## config.mk

```make
export PLATFORM = sky130hd
export DESIGN_NAME = ctrl_step_sequencer
export DESIGN_NICKNAME = d
export VERILOG_FILES = /design/src/rtl/css_pkg.sv /design/src/rtl/css_decode.sv /design/src/rtl/ctrl_step_sequencer.sv
export SDC_FILE = /design/constraint.sdc
export NUM_CORES = 1
export LEC_CHECK = 0
export CAP_MARGIN = 25
export CORE_MARGIN = 4
export CORE_UTILIZATION = 44
export DETAILED_ROUTE_END_ITERATION = 10
export PLACE_DENSITY = 0.84
export RECOVER_POWER = 25
export SLEW_MARGIN = 30
export SYNTH_ARGS = -nofsm -noshare
export SYNTH_HDL_FRONTEND = slang
export SYNTH_SLANG_ARGS = --single-unit
```

## constraint.sdc

```tcl
create_clock -name Clock -period 2.91 [get_ports Clock]
set_clock_uncertainty 0.1 [all_clocks]
set_input_delay 0.291 -clock Clock [delete_from_list [all_inputs] [get_ports Clock]]
set_output_delay 0.291 -clock Clock [all_outputs]
set_load 0.05 [all_outputs]
```

## src/rtl/css_pkg.sv

```systemverilog
// css_pkg: shared definitions for the multicycle control-step sequencer.
//   - IR opcode encodings (5-bit field IR[31:27])
//   - ALU select codes driven on Alu_op
//   - sequencer state and instruction-class enums
package css_pkg;

  localparam logic [4:0] OP_ADDI = 5'b01100;
  localparam logic [4:0] OP_ANDI = 5'b01101;
  localparam logic [4:0] OP_ORI  = 5'b01110;
  localparam logic [4:0] OP_MFHI = 5'b10100;
  localparam logic [4:0] OP_MFLO = 5'b10101;
  localparam logic [4:0] OP_NOP  = 5'b11010;
  localparam logic [4:0] OP_HALT = 5'b11011;

  localparam logic [3:0] ALU_ADD = 4'd0;
  localparam logic [3:0] ALU_AND = 4'd1;
  localparam logic [3:0] ALU_OR  = 4'd2;

  // Step index of the first execute step; T0..T2 are the shared fetch.
  localparam int EXEC_FIRST = 3;

  typedef enum logic [1:0] {
    ST_IDLE   = 2'd0,
    ST_STEP   = 2'd1,
    ST_HALTED = 2'd2
  } state_e;

  typedef enum logic [2:0] {
    CL_MFHI    = 3'd0,
    CL_MFLO    = 3'd1,
    CL_NOP     = 3'd2,
    CL_HALT    = 3'd3,
    CL_ALU     = 3'd4,
    CL_ILLEGAL = 3'd5
  } class_e;

endpackage

```

## src/rtl/css_decode.sv

```systemverilog
// css_decode: purely combinational opcode decoder for the step sequencer.
// Ports:
//   opcode    in   OPCODE_W  latched IR opcode
//   op_class  out  class_e   instruction class
//   alu_op    out  4         ALU select for immediate ALU ops (ADD otherwise)
//   last_step out  4         step index on which the instruction completes
module css_decode
  import css_pkg::*;
#(
  parameter int OPCODE_W = 5
) (
  input  logic [OPCODE_W-1:0] opcode,
  output class_e              op_class,
  output logic [3:0]          alu_op,
  output logic [3:0]          last_step
);

  always_comb begin
    op_class  = CL_ILLEGAL;
    alu_op    = ALU_ADD;
    last_step = 4'(EXEC_FIRST);
    if (opcode == OPCODE_W'(OP_ADDI)) begin
      op_class  = CL_ALU;
      alu_op    = ALU_ADD;
      last_step = 4'(EXEC_FIRST + 2);
    end else if (opcode == OPCODE_W'(OP_ANDI)) begin
      op_class  = CL_ALU;
      alu_op    = ALU_AND;
      last_step = 4'(EXEC_FIRST + 2);
    end else if (opcode == OPCODE_W'(OP_ORI)) begin
      op_class  = CL_ALU;
      alu_op    = ALU_OR;
      last_step = 4'(EXEC_FIRST + 2);
    end else if (opcode == OPCODE_W'(OP_MFHI)) begin
      op_class = CL_MFHI;
    end else if (opcode == OPCODE_W'(OP_MFLO)) begin
      op_class = CL_MFLO;
    end else if (opcode == OPCODE_W'(OP_NOP)) begin
      op_class = CL_NOP;
    end else if (opcode == OPCODE_W'(OP_HALT)) begin
      op_class = CL_HALT;
    end
  end

endmodule

```

## src/rtl/ctrl_step_sequencer.sv

```systemverilog
// ctrl_step_sequencer: multicycle control-step generator. Runs the shared
// fetch (T0-T2), latches the IR opcode entering T3, then drives the execute
// strobes for MFHI/MFLO/ADDI/ANDI/ORI/NOP/HALT and loops back to fetch.
// Optional feature macro: CSS_MEM_WAIT_EN (adds Mem_ready; T1 stalls on it).
// Ports:
//   Clock, Clear(async active-low), Run, Opcode[OPCODE_W], Mem_ready (optional)
//   Step[NUM_STEPS]   one-hot T-step, zero in IDLE/HALTED
//   fetch strobes     PCout MARin IncPC PCin Read MDRin MDRout IRin
//   execute strobes   Gra Grb Rin Rout HIout LOout Yin Cout ZLowin ZLowout
//   Alu_op[4], Done (pulse), Halted (level), Illegal (pulse), Instr_count[CNT_W]
module ctrl_step_sequencer
  import css_pkg::*;
#(
  parameter int NUM_STEPS = 8,
  parameter int OPCODE_W  = 5,
  parameter int CNT_W     = 16
) (
  input  logic                 Clock,
  input  logic                 Clear,
  input  logic                 Run,
  input  logic [OPCODE_W-1:0]  Opcode,
`ifdef CSS_MEM_WAIT_EN
  input  logic                 Mem_ready,
`endif
  output logic [NUM_STEPS-1:0] Step,
  output logic                 PCout,
  output logic                 MARin,
  output logic                 IncPC,
  output logic                 PCin,
  output logic                 Read,
  output logic                 MDRin,
  output logic                 MDRout,
  output logic                 IRin,
  output logic                 Gra,
  output logic                 Grb,
  output logic                 Rin,
  output logic                 Rout,
  output logic                 HIout,
  output logic                 LOout,
  output logic                 Yin,
  output logic                 Cout,
  output logic                 ZLowin,
  output logic                 ZLowout,
  output logic [3:0]           Alu_op,
  output logic                 Done,
  output logic                 Halted,
  output logic                 Illegal,
  output logic [CNT_W-1:0]     Instr_count
);

  localparam int K_W = $clog2(NUM_STEPS);

  generate
    if (NUM_STEPS < 6 || NUM_STEPS > 16) begin : g_bad_num_steps
      $error("ctrl_step_sequencer: NUM_STEPS must be in 6..16");
    end
  endgenerate

  state_e              state, state_nxt;
  logic [K_W-1:0]      k, k_nxt;
  logic [OPCODE_W-1:0] op_q;
  logic [CNT_W-1:0]    cnt;
  class_e              op_class;
  logic [3:0]          dec_alu;
  logic [3:0]          dec_last;
  logic                in_step;
  logic                done;
  logic                illegal;
  logic                t1_go;

  css_decode #(.OPCODE_W(OPCODE_W)) u_decode (
    .opcode   (op_q),
    .op_class (op_class),
    .alu_op   (dec_alu),
    .last_step(dec_last)
  );

`ifdef CSS_MEM_WAIT_EN
  assign t1_go = Mem_ready;
`else
  assign t1_go = 1'b1;
`endif

  assign in_step = (state == ST_STEP);

  // Completion and fault are only meaningful once the opcode has been latched.
  // Hitting the last step slot without completing is treated as an illegal
  // instruction so the counter can never run past NUM_STEPS-1.
  assign done    = in_step && (int'(k) >= EXEC_FIRST) && (op_class != CL_ILLEGAL) &&
                   (int'(k) == int'(dec_last));
  assign illegal = in_step && !done &&
                   (((int'(k) == EXEC_FIRST) && (op_class == CL_ILLEGAL)) ||
                    (int'(k) == NUM_STEPS - 1));

  // Stage: state register
  always_ff @(posedge Clock or negedge Clear) begin
    if (!Clear) begin
      state <= ST_IDLE;
      k     <= '0;
    end else begin
      state <= state_nxt;
      k     <= k_nxt;
    end
  end

  // T2 always advances to T3, so capturing here is the opcode seen entering T3.
  always_ff @(posedge Clock) begin
    if (in_step && (int'(k) == EXEC_FIRST - 1)) begin
      op_q <= Opcode;
    end
  end

  always_ff @(posedge Clock or negedge Clear) begin
    if (!Clear) begin
      cnt <= '0;
    end else if (done) begin
      cnt <= cnt + CNT_W'(1);
    end
  end

  always_comb begin : next_state
    state_nxt = state;
    k_nxt     = k;
    case (state)
      ST_IDLE: begin
        if (Run) begin
          state_nxt = ST_STEP;
          k_nxt     = '0;
        end
      end
      ST_STEP: begin
        if (done && (op_class == CL_HALT)) begin
          state_nxt = ST_HALTED;
          k_nxt     = '0;
        end else if (done || illegal) begin
          // Back-to-back fetch when Run is still high, no idle bubble.
          state_nxt = Run ? ST_STEP : ST_IDLE;
          k_nxt     = '0;
        end else if ((int'(k) == 1) && !t1_go) begin
          k_nxt = k;
        end else begin
          k_nxt = k + K_W'(1);
        end
      end
      ST_HALTED: begin
        state_nxt = ST_HALTED;
        k_nxt     = '0;
      end
      default: begin
        state_nxt = ST_IDLE;
        k_nxt     = '0;
      end
    endcase
  end

  always_comb begin : outputs
    Step    = '0;
    PCout   = 1'b0;
    MARin   = 1'b0;
    IncPC   = 1'b0;
    PCin    = 1'b0;
    Read    = 1'b0;
    MDRin   = 1'b0;
    MDRout  = 1'b0;
    IRin    = 1'b0;
    Gra     = 1'b0;
    Grb     = 1'b0;
    Rin     = 1'b0;
    Rout    = 1'b0;
    HIout   = 1'b0;
    LOout   = 1'b0;
    Yin     = 1'b0;
    Cout    = 1'b0;
    ZLowin  = 1'b0;
    ZLowout = 1'b0;
    Alu_op  = ALU_ADD;
    if (in_step) begin
      Step = NUM_STEPS'(1) << k;
      if (int'(k) == 0) begin
        PCout  = 1'b1;
        MARin  = 1'b1;
        IncPC  = 1'b1;
        ZLowin = 1'b1;
      end else if (int'(k) == 1) begin
        ZLowout = 1'b1;
        PCin    = 1'b1;
        Read    = 1'b1;
        MDRin   = 1'b1;
      end else if (int'(k) == 2) begin
        MDRout = 1'b1;
        IRin   = 1'b1;
      end else if (int'(k) == EXEC_FIRST) begin
        case (op_class)
          CL_MFHI: begin
            Gra   = 1'b1;
            Rin   = 1'b1;
            HIout = 1'b1;
          end
          CL_MFLO: begin
            Gra   = 1'b1;
            Rin   = 1'b1;
            LOout = 1'b1;
          end
          CL_ALU: begin
            Grb  = 1'b1;
            Rout = 1'b1;
            Yin  = 1'b1;
          end
          default: begin
          end
        endcase
      end else if ((int'(k) == EXEC_FIRST + 1) && (op_class == CL_ALU)) begin
        Cout   = 1'b1;
        ZLowin = 1'b1;
        Alu_op = dec_alu;
      end else if ((int'(k) == EXEC_FIRST + 2) && (op_class == CL_ALU)) begin
        ZLowout = 1'b1;
        Gra     = 1'b1;
        Rin     = 1'b1;
      end
    end
  end

  assign Done        = done;
  assign Illegal     = illegal;
  assign Halted      = (state == ST_HALTED) || (done && (op_class == CL_HALT));
  assign Instr_count = cnt;

endmodule
```

# Yosys cells after proc, flatten, opt, wreduce, memory -nomap -nowiden

Index checks and enable logic that the tools add are counted.

Add/sub/neg operators: 2
Shifts and indexed selects: 1
Reductions and logical operators: 19
Eq/ne operators: 23
$lt $le $gt $ge: 1
Mux-type cells: 77

Operator list:

| operator                                                          | count |
|---|---|
| 2-to-1 mux 1 bit                                                  | 49 |
| 2-to-1 mux 4 bit                                                  | 10 |
| 2-to-1 mux 3 bit                                                  | 11 |
| equality test 5 bit, second input constant                        | 4 |
| equality test 3 bit, second input constant                        | 6 |
| adder 16 x 1 -> 16 bit, second input constant                     | 1 |
| equality test 5 x 4 -> 1 bit, second input constant               | 3 |
| logical AND 1 bit                                                 | 10 |
| 2-to-1 mux 2 bit                                                  | 4 |
| 2-to-1 mux 8 bit                                                  | 1 |
| left shift 1 x 3 -> 8 bit, first input constant                   | 1 |
| equality test 3 x 1 -> 1 bit, second input constant               | 2 |
| equality test 3 x 2 -> 1 bit, second input constant               | 2 |
| zero test 3 bit                                                   | 2 |
| case mux 2 bit (3 select lines)                                   | 1 |
| case mux 3 bit (2 select lines)                                   | 1 |
| equality test 4 bit                                               | 1 |
| adder 3 x 1 -> 3 bit, second input constant                       | 1 |
| greater-or-equal comparator 3 x 2 -> 1 bit, second input constant | 1 |
| logical OR 1 bit                                                  | 3 |
| inequality test 3 x 1 -> 1 bit, second input constant             | 1 |
| inequality test 3 bit, second input constant                      | 1 |
| equality test 2 x 1 -> 1 bit, second input constant               | 1 |
| equality test 2 bit, second input constant                        | 1 |
| 5 further kinds                                                   | 5 |

Flip-flop bits (word level): 26
Output and inout bits: 49
Logic and storage cells: 127

# Depth between registers and ports, before layout

Gate-level depths: netlist of run 1.

Depth in word-level cells: 18
Gate-level depth with buffers: 7
Gate-level depth less buffers: 5

# Modules after synthesis

A second synthesis of run 1 with hierarchy kept.

Cells, all modules: 177
Area, all modules: 1722.9 sq um

By module, submodules not included:

| module              | area each (sq um) | sequential area each (sq um) | times used | cells each |
|---|---|---|---|---|
| ctrl_step_sequencer | 1591.5            | 675.6                        | 1          | 159 |
| css_decode          | 131.4             | 0.0                          | 1          | 18 |

# Least setup slack after synthesis of run 1

No wires, ideal clock.

Path kind: reg2out
Start point: register state[0]
End point: output port MDRout
Setup slack: -0.473 ns
Cell stages (with the launch flop): 6
Data arrival time: 2.992 ns
Path through: dfrtp_1 nor2b_1 clkbuf_1 and3_1 nor3b_1 buf_4

Cells in the longest elaborated chain, start to end: 2

RTL lines:

| item                         | RTL line                   | RTL |
|---|---|---|
| start, declared              | ctrl_step_sequencer.sv:59  | `state_e state, state_nxt;` |
| start signal, assigned       | ctrl_step_sequencer.sv:101 | `state <= state_nxt;` |
| equality test 2 x 1 -> 1 bit | ctrl_step_sequencer.sv:84  | `assign in_step = (state == ST_STEP);` |
| 2-to-1 mux 1 bit             | n/a                        |  |
| end, declared                | ctrl_step_sequencer.sv:32  | `output logic MDRout,` |

Every way passes these cells.

# Final worst setup path of run 1

Start point: register k[0]
End point: output port MDRin

Cells in the longest elaborated chain, start to end: 4
Elaborated cells between the ends (all ways): 5
Those cells by class: 1 x eq/ne; 3 x mux; 1 x reduce/logical

RTL lines:

| item                         | RTL line                   | RTL |
|---|---|---|
| start, declared              | ctrl_step_sequencer.sv:60  | `logic [K_W-1:0] k, k_nxt;` |
| start signal, assigned       | ctrl_step_sequencer.sv:102 | `k <= k_nxt;` |
| equality test 3 x 2 -> 1 bit | ctrl_step_sequencer.sv:184 | `end else if (int'(k) == 1) begin` |
| 2-to-1 mux 1 bit             | ctrl_step_sequencer.sv:184 |  |
| 2-to-1 mux 1 bit (*)         | ctrl_step_sequencer.sv:179 | `if (int'(k) == 0) begin` |
| 2-to-1 mux 1 bit (*)         | ctrl_step_sequencer.sv:177 | `if (in_step) begin` |
| end, declared                | ctrl_step_sequencer.sv:31  | `output logic MDRin,` |

Every way passes the cells marked *; elsewhere a longest branch is shown, timed or not.

==> results.sh, run 1 <==
export IMPL_io_buffer_count=54
export IMPL_reg2reg_setup_slack_ns=0.60
export IMPL_synthMostInstantiatedCell="dfrtp_1"
export IMPL_final_cell_count_no_fill=248
export IMPL_power_total_mw=1.93
export IMPL_rows=21
export IMPL_drtIter0Drc=120
export IMPL_cts_max_level=1
export IMPL_vias=1313
export IMPL_clk_latency_ns=0.32
export IMPL_multi_input_area_um2=762
export IMPL_p_per_area_mw_per_mm2=904
export IMPL_fin_hold_ws_ns=0.392
export IMPL_worst_r2r_path_depth=5
export IMPL_area_growth_pct=35.8
export IMPL_via_per_inst=5.29
export IMPL_netlist_instances=158
export IMPL_core_area_mm2=0.00339
export IMPL_relSlewSlack_pct=27.8
export IMPL_cts_tree="built"
export IMPL_grtUsageTotal_pct=16.1
export IMPL_grt_first_pass_wirelength_um=5710
export IMPL_worstPathMaxFanout=7
export IMPL_fin_util_pct=63.0
export IMPL_dp_slack_ns=0.302
export IMPL_critPathSlowestCell="clkdlybuf4s50_1"
export IMPL_antenna_cells=0
export IMPL_overflow=0
export IMPL_drcViolationCount=0
export IMPL_cts_setup_buffers=0
export IMPL_worst_slew_pin_slew_ns=1.08
export IMPL_ys_flop_type="dfrtp_1"
export IMPL_start_util_pct=46.4
export IMPL_synth_seq_cells=26
export IMPL_r2r_start="op_q[0]$_DFFE_PP_"
export IMPL_min_period_over_period_pct=94.8
export IMPL_peakVddDrop_uv=544
export IMPL_p_leak_nw=0.958
export IMPL_async_reset_ff_share_pct=80.8
export IMPL_first_global_vias=1257
export IMPL_grt_max_degree=22
export IMPL_synthAdderAreaFrac_pct=5.57
export IMPL_period_minus_slack_ns=2.76
export IMPL_placed_cells=243
export IMPL_die_height_um=67.8
export IMPL_syn_avg_cell_area_um2=9.95
export IMPL_crit_chain="inv_1 > ha_1 > nor4b_2 > clkdlybuf4s50_1"
export IMPL_cap_violations=0
export IMPL_min_path_cells=1
export IMPL_rsz0062_at_grt="no"
export IMPL_numCtsBuffers=3
export IMPL_hold_path_class="register to register"
export IMPL_drt_pass1_iter_count=4
export IMPL_cts_path_max_buffers=2
export IMPL_synth_top_cell_area_share_pct=33.4
export IMPL_nets=218
export IMPL_min_from="Instr_count[15]$_DFFE_PN0P_"
export IMPL_worstSetupPathType="register to output pin"
export IMPL_ys_types=40
export IMPL_max_stage_delay_ns=0.87
export IMPL_wl_um=3580
export IMPL_fmax_mhz=362
export IMPL_synth_compound_area_share_pct=6.92
export IMPL_gp_congestion=0.867
export IMPL_syn_area_mm2=0.00157
export IMPL_fill_cells=273
export IMPL_dieWidth_um=67.8
export IMPL_fp_dieArea_mm2=0.00459
export IMPL_yosys_area_share_simple_pct=25.1
export IMPL_clock_sinks=26
export IMPL_slew_viol_final=0
export IMPL_synth_largest_area_cell="dfrtp_1"
export IMPL_ant_nets=0
export IMPL_finalSetupViolCount=0
export IMPL_synth_top_family_by_area="simple AND/OR/NAND/NOR gates"
export IMPL_io_pins=57
export IMPL_finalHoldViolCount=0
export IMPL_yosysSeqAreaShare_pct=43.0
export IMPL_holdPathEnd="Instr_count[15]$_DFFE_PN0P_"
export IMPL_status="finished, final reports clean"
export IMPL_cp_arrival_ns=2.37
export IMPL_synthTopCellsByArea="dfrtp_1, edfxtp_1, xnor2_1"
export IMPL_yosysWarnings=0
export IMPL_final_seq_area_um2=676
export IMPL_clockRootBuffer="clkbuf_4"
export IMPL_layout_setup_ws_ns=0.151
export IMPL_synthMuxAreaShare_pct=0.716
export IMPL_wire_per_inst_um=14.4
export IMPL_end_kind="output pin"
export IMPL_antenna_found_initial=0
export IMPL_r2r_end="Instr_count[1]$_DFFE_PN0P_"
export IMPL_dp_hpwl_um=2780
export IMPL_drive_gt1_share_pct=12.9
export IMPL_synth_xor_area_share_pct=8.35
export IMPL_start_kind="register"
export IMPL_synth_edff_count=5
export IMPL_synth_commonest_cells="dfrtp_1, xnor2_1, nand4_1, and3_1, buf_4"
export IMPL_required_ns=2.52
export IMPL_clk_pin_slew_worst_paths_ns=0.15
-- final cells by class --
| cell class | count | area share, % |
|---|---|---|
| Multi-Input combinational cell | 106 | 35.7 |
| Sequential cell | 26 | 31.6 |
| Timing Repair Buffer | 58 | 26.4 |
| Tap cell | 46 | 2.69 |
| Clock buffer | 4 | 2.23 |
| Inverter | 8 | 1.41 |
-- registers in the layout, summed over array words and instances, names as in the netlist --
signal and flops:
Instr_count 16, k 3, state 2, op_q 5
-- worst max-delay path: cells and delay by family (launching register included) --
family | cells | cell delay (ns)
buf+inv | 2 | 0.96
flops | 1 | 0.45
simple gates | 1 | 0.35
fa+ha+maj | 1 | 0.29
-- cells by family (layout without fill, tap and decap cells) --
logic type | after synthesis | count (layout)
AO/OA/AOI/OAI | 15 | 15
XOR/XNOR | 15 | 15
adder cells (fa/ha/maj) | 7 | 7
buffers and inverters | 27 | 70
flip-flops | 26 | 26
multiplexers | 1 | 1
other | 1 | 2
AND/OR/NAND/NOR | 66 | 66
-- report_power, final --
group          leakage, nW  internal (mW)  switching, mW
sequential           0.328          0.439         0.0778
clock               0.0261          0.105          0.106
combinational        0.604          0.398          0.805
total                0.958          0.942          0.989
-- cell usage in the layout, fill, tap and decap left out, types with 3 or more instances in the layout --
| cell | Yosys | layout |
|---|---|---|
| and2_1 | 5 | 5 |
| and3_1 | 11 | 11 |
| buf_4 | 11 | 13 |
| clkbuf_4 | 0 | 3 |
| clkdlybuf4s50_1 | 0 | 31 |
| dfrtp_1 | 21 | 21 |
| dlygate4sd2_1 | 0 | 3 |
| dlygate4sd3_1 | 0 | 6 |
| edfxtp_1 | 5 | 5 |
| ha_1 | 7 | 7 |
| inv_1 | 8 | 8 |
| nand2_1 | 10 | 10 |
| nand4_1 | 13 | 13 |
| nor2_1 | 4 | 4 |
| nor3_1 | 8 | 7 |
| o21ai_0 | 5 | 5 |
| xnor2_1 | 14 | 14 |
-- worst max path at each step --
stage,startpoint,to,slack [ns]
finish,k[0]$_DFFE_PN0P_,MDRin,0.15
global route,k[1]$_DFFE_PN0P_,MDRin,0.005
CTS,k[0]$_DFFE_PN0P_,Read,0.10
detailed placement,k[1]$_DFFE_PN0P_,Rout,0.30
global placement,op_q[0]$_DFFE_PP_,Yin,0.39
floorplan,op_q[0]$_DFFE_PP_,Rin,-0.002
-- layer usage --
layer	share of wire (%)	global-route usage (%)	vias to the layer above
met5	0	0	-
met4	1.1	7.44	0
met3	5.2	1.50	2
met2	54	28.6	40
met1	40	19.6	636
li1	-	-	635
-- through the flow --
step                      setup TNS, ns  cell area [µm²]
after floorplan                -0.00245             1600
after global routing                  0             2140
after detailed placement              0             2080
final                                 0             2140
after CTS                             0             2130
after global placement                0             2080
-- timing repair --
action	CTS	global route
pin swaps	0	0
endpoints found under the hold margin	0	21
resized for setup	3	2
hold buffers	0	1
endpoints found under the setup margin	3	3
No activity file was read; power rests on OpenSTA's default activity.
==> run 2: changes to the inputs <==
- CTS_CLUSTER_DIAMETER: unset -> 50
==> results of run 2 <==
The final DEF is identical to that of run 1; final timing and power are the same.
==> run 3: changes to the inputs <==
- CORE_UTILIZATION: 44 -> 48
- GPL_TIMING_DRIVEN: unset -> 0
- PLACE_DENSITY: 0.84 -> 0.9
- clock period: 2.91 -> 3.3 ns (I/O delays scaled with it)
==> run 3 against run 2 <==
Net effect:
- via count grew 5.2%
- critical path type unchanged
- setup slack worse by 0.010 ns
- core utilization is 9.1 points higher
- sequential share of layout area is 1.4 points lower
- hold slack got worse by 0.0044 ns
- largest cell class unchanged
- largest power group unchanged
- count of clock-buffer cells in the layout unchanged
- global-route usage increased by 1.3 points
==> results.sh, run 3 (synthesis gave the netlist of run 1 again) <==
export IMPL_worstSetupPathType="register to output pin"
export IMPL_busiest_layer="met2"
export IMPL_cap_violations=0
export IMPL_antenna_cells=0
export IMPL_power_total_mw=1.75
export IMPL_cts_setup_buffers=0
export IMPL_finalHoldViolCount=0
export IMPL_area_growth_pct=42.2
export IMPL_start_kind="register"
export IMPL_fp_dieArea_mm2=0.00426
export IMPL_met1_usage_pct=24.0
export IMPL_first_global_vias=1249
export IMPL_antenna_found_initial=0
export IMPL_dieWidth_um=65.2
export IMPL_final_seq_area_um2=676
export IMPL_period_minus_slack_ns=3.16
export IMPL_cts_tree="built"
export IMPL_nets=234
export IMPL_end_kind="output pin"
export IMPL_numCtsBuffers=3
export IMPL_grt_max_degree=22
export IMPL_fmax_mhz=317
export IMPL_drt_pass1_iter_count=4
export IMPL_clk_latency_ns=0.32
export IMPL_worst_slew_pin_slew_ns=1.07
export IMPL_max_stage_delay_ns=0.80
export IMPL_finalSetupViolCount=0
export IMPL_dp_hpwl_um=2860
export IMPL_cts_path_max_buffers=2
export IMPL_gp_congestion=0.824
export IMPL_status="finished, final reports clean"
export IMPL_ant_nets=0
export IMPL_rows=20
export IMPL_multi_input_area_um2=757
export IMPL_grtUsageTotal_pct=17.4
export IMPL_timing_setup_tns_ns=0
export IMPL_cp_arrival_ns=2.73
export IMPL_wire_per_inst_um=13.9
export IMPL_fin_hold_ws_ns=0.388
export IMPL_use_met2_pct=29.3
export IMPL_drive_gt1_share_pct=12.4
export IMPL_drcViolationCount=0
export IMPL_worstPathMaxFanout=6
export IMPL_min_period_over_period_pct=95.7
export IMPL_grt_first_pass_wirelength_um=5910
export IMPL_met3_usage_pct=2.05
export IMPL_via_per_inst=5.27
export IMPL_fill_cells=253
export IMPL_p_leak_nw=1.05
export IMPL_slew_viol_final=0
export IMPL_relSlewSlack_pct=29.0
export IMPL_start_util_pct=50.7
export IMPL_peakVddDrop_uv=572
export IMPL_die_height_um=65.2
export IMPL_critPathSlowestCell="clkdlybuf4s50_1"
export IMPL_layout_common_cells="clkdlybuf4s50_1, dfrtp_1, xnor2_1, nand4_1, buf_4"
export IMPL_drtIter0Drc=107
export IMPL_io_pins=57
export IMPL_crit_chain="and2_4 > or3_1 > clkbuf_1 > nor2_1 > nand2_1 > inv_1 > clkdlybuf4s50_1"
export IMPL_overflow=0
export IMPL_final_common_cell="clkdlybuf4s50_1"
export IMPL_wl_um=3640
export IMPL_vias=1381
export IMPL_p_per_area_mw_per_mm2=783
export IMPL_rsz0062_at_grt="no"
export IMPL_fin_util_pct=72.1
export IMPL_core_area_mm2=0.00310
export IMPL_hold_path_class="register to register"
export IMPL_io_buffer_count=54
export IMPL_clock_sinks=26
export IMPL_clockRootBuffer="clkbuf_4"
export IMPL_required_ns=2.87
export IMPL_largest_reg_flops=16
export IMPL_cts_max_level=1
export IMPL_clk_pin_slew_worst_paths_ns=0.14
==> run 3: cell count changes in the layout (fill, tap and decap cells not counted) <==
cell             before  now
buf_2                 0    2
clkbuf_1              1    5
clkbuf_2              0    1
buf_6                 0    2
dlymetal6s2s_1        2    4
nor3b_1               0    1
buf_4                13   12
nor3b_2               2    1
dlygate4sd2_1         3    4
buf_12                2    0
clkdlybuf4s50_1      31   38
==> run 3: per-stage QoR <==
step,instance area (µm²),setup slack (ns),cells
3_5_place_dp,2180,0.171,257
6_report,2240,0.141,262
5_1_grt,2240,0.0217,262
4_1_cts,2220,0.0127,261
2_1_floorplan,1590,0.224,159
3_3_place_gp,2180,0.211,257
==> run 3: worst max-delay path, delay by kind of cell (launching register included) <==
family                 cells  cell delay (ns)
buffers and inverters      3             1.06
flip-flops                 1             0.46
AND/OR/NAND/NOR            4             0.89
==> run 3: path summary, 6_finish.rpt <==
path,end,slack (ns),cells past startpoint,from
setup / recovery,Cout,0.14,7,op_q[0]$_DFFE_PP_
hold / removal,Instr_count[15]$_DFFE_PN0P_,0.39,1,Instr_count[15]$_DFFE_PN0P_
setup reg to reg,Instr_count[1]$_DFFE_PN0P_,0.95,6,op_q[0]$_DFFE_PP_
hold reg to reg,Instr_count[15]$_DFFE_PN0P_,0.39,1,Instr_count[15]$_DFFE_PN0P_
max in group asynchronous,state[0]$_DFFE_PN0P_,1.86,2,Clear
min in group asynchronous,Instr_count[10]$_DFFE_PN0P_,0.60,2,Clear
==> run 3: layout make-up <==
class / instances / share of cell area (%)
well taps: 44 / 2.46
inverters: 8 / 1.34
repair buffers: 55 / 24.2
flip-flops and latches: 26 / 30.2
multi-input cells: 106 / 33.8
plain buffers: 19 / 5.82
clock buffers: 4 / 2.13
==> run 3: timing repair <==
item / CTS / global route
resized for setup: 5 / 9
hold buffers: 0 / 1
hold endpoints to repair: 0 / 21
setup endpoints to repair: 5 / 7
==> run 3: layer usage <==
layer	wire length [µm]	share of wire [%]
met5	0	0
met4	48	1.3
met2	1820	50
met1	1580	43
met3	191	5.2
==> run 3: power breakdown <==
part	total, mW	internal, mW	switching, mW
registers	0.444	0.387	0.0567
clock network	0.188	0.0926	0.0950
logic	1.12	0.391	0.728
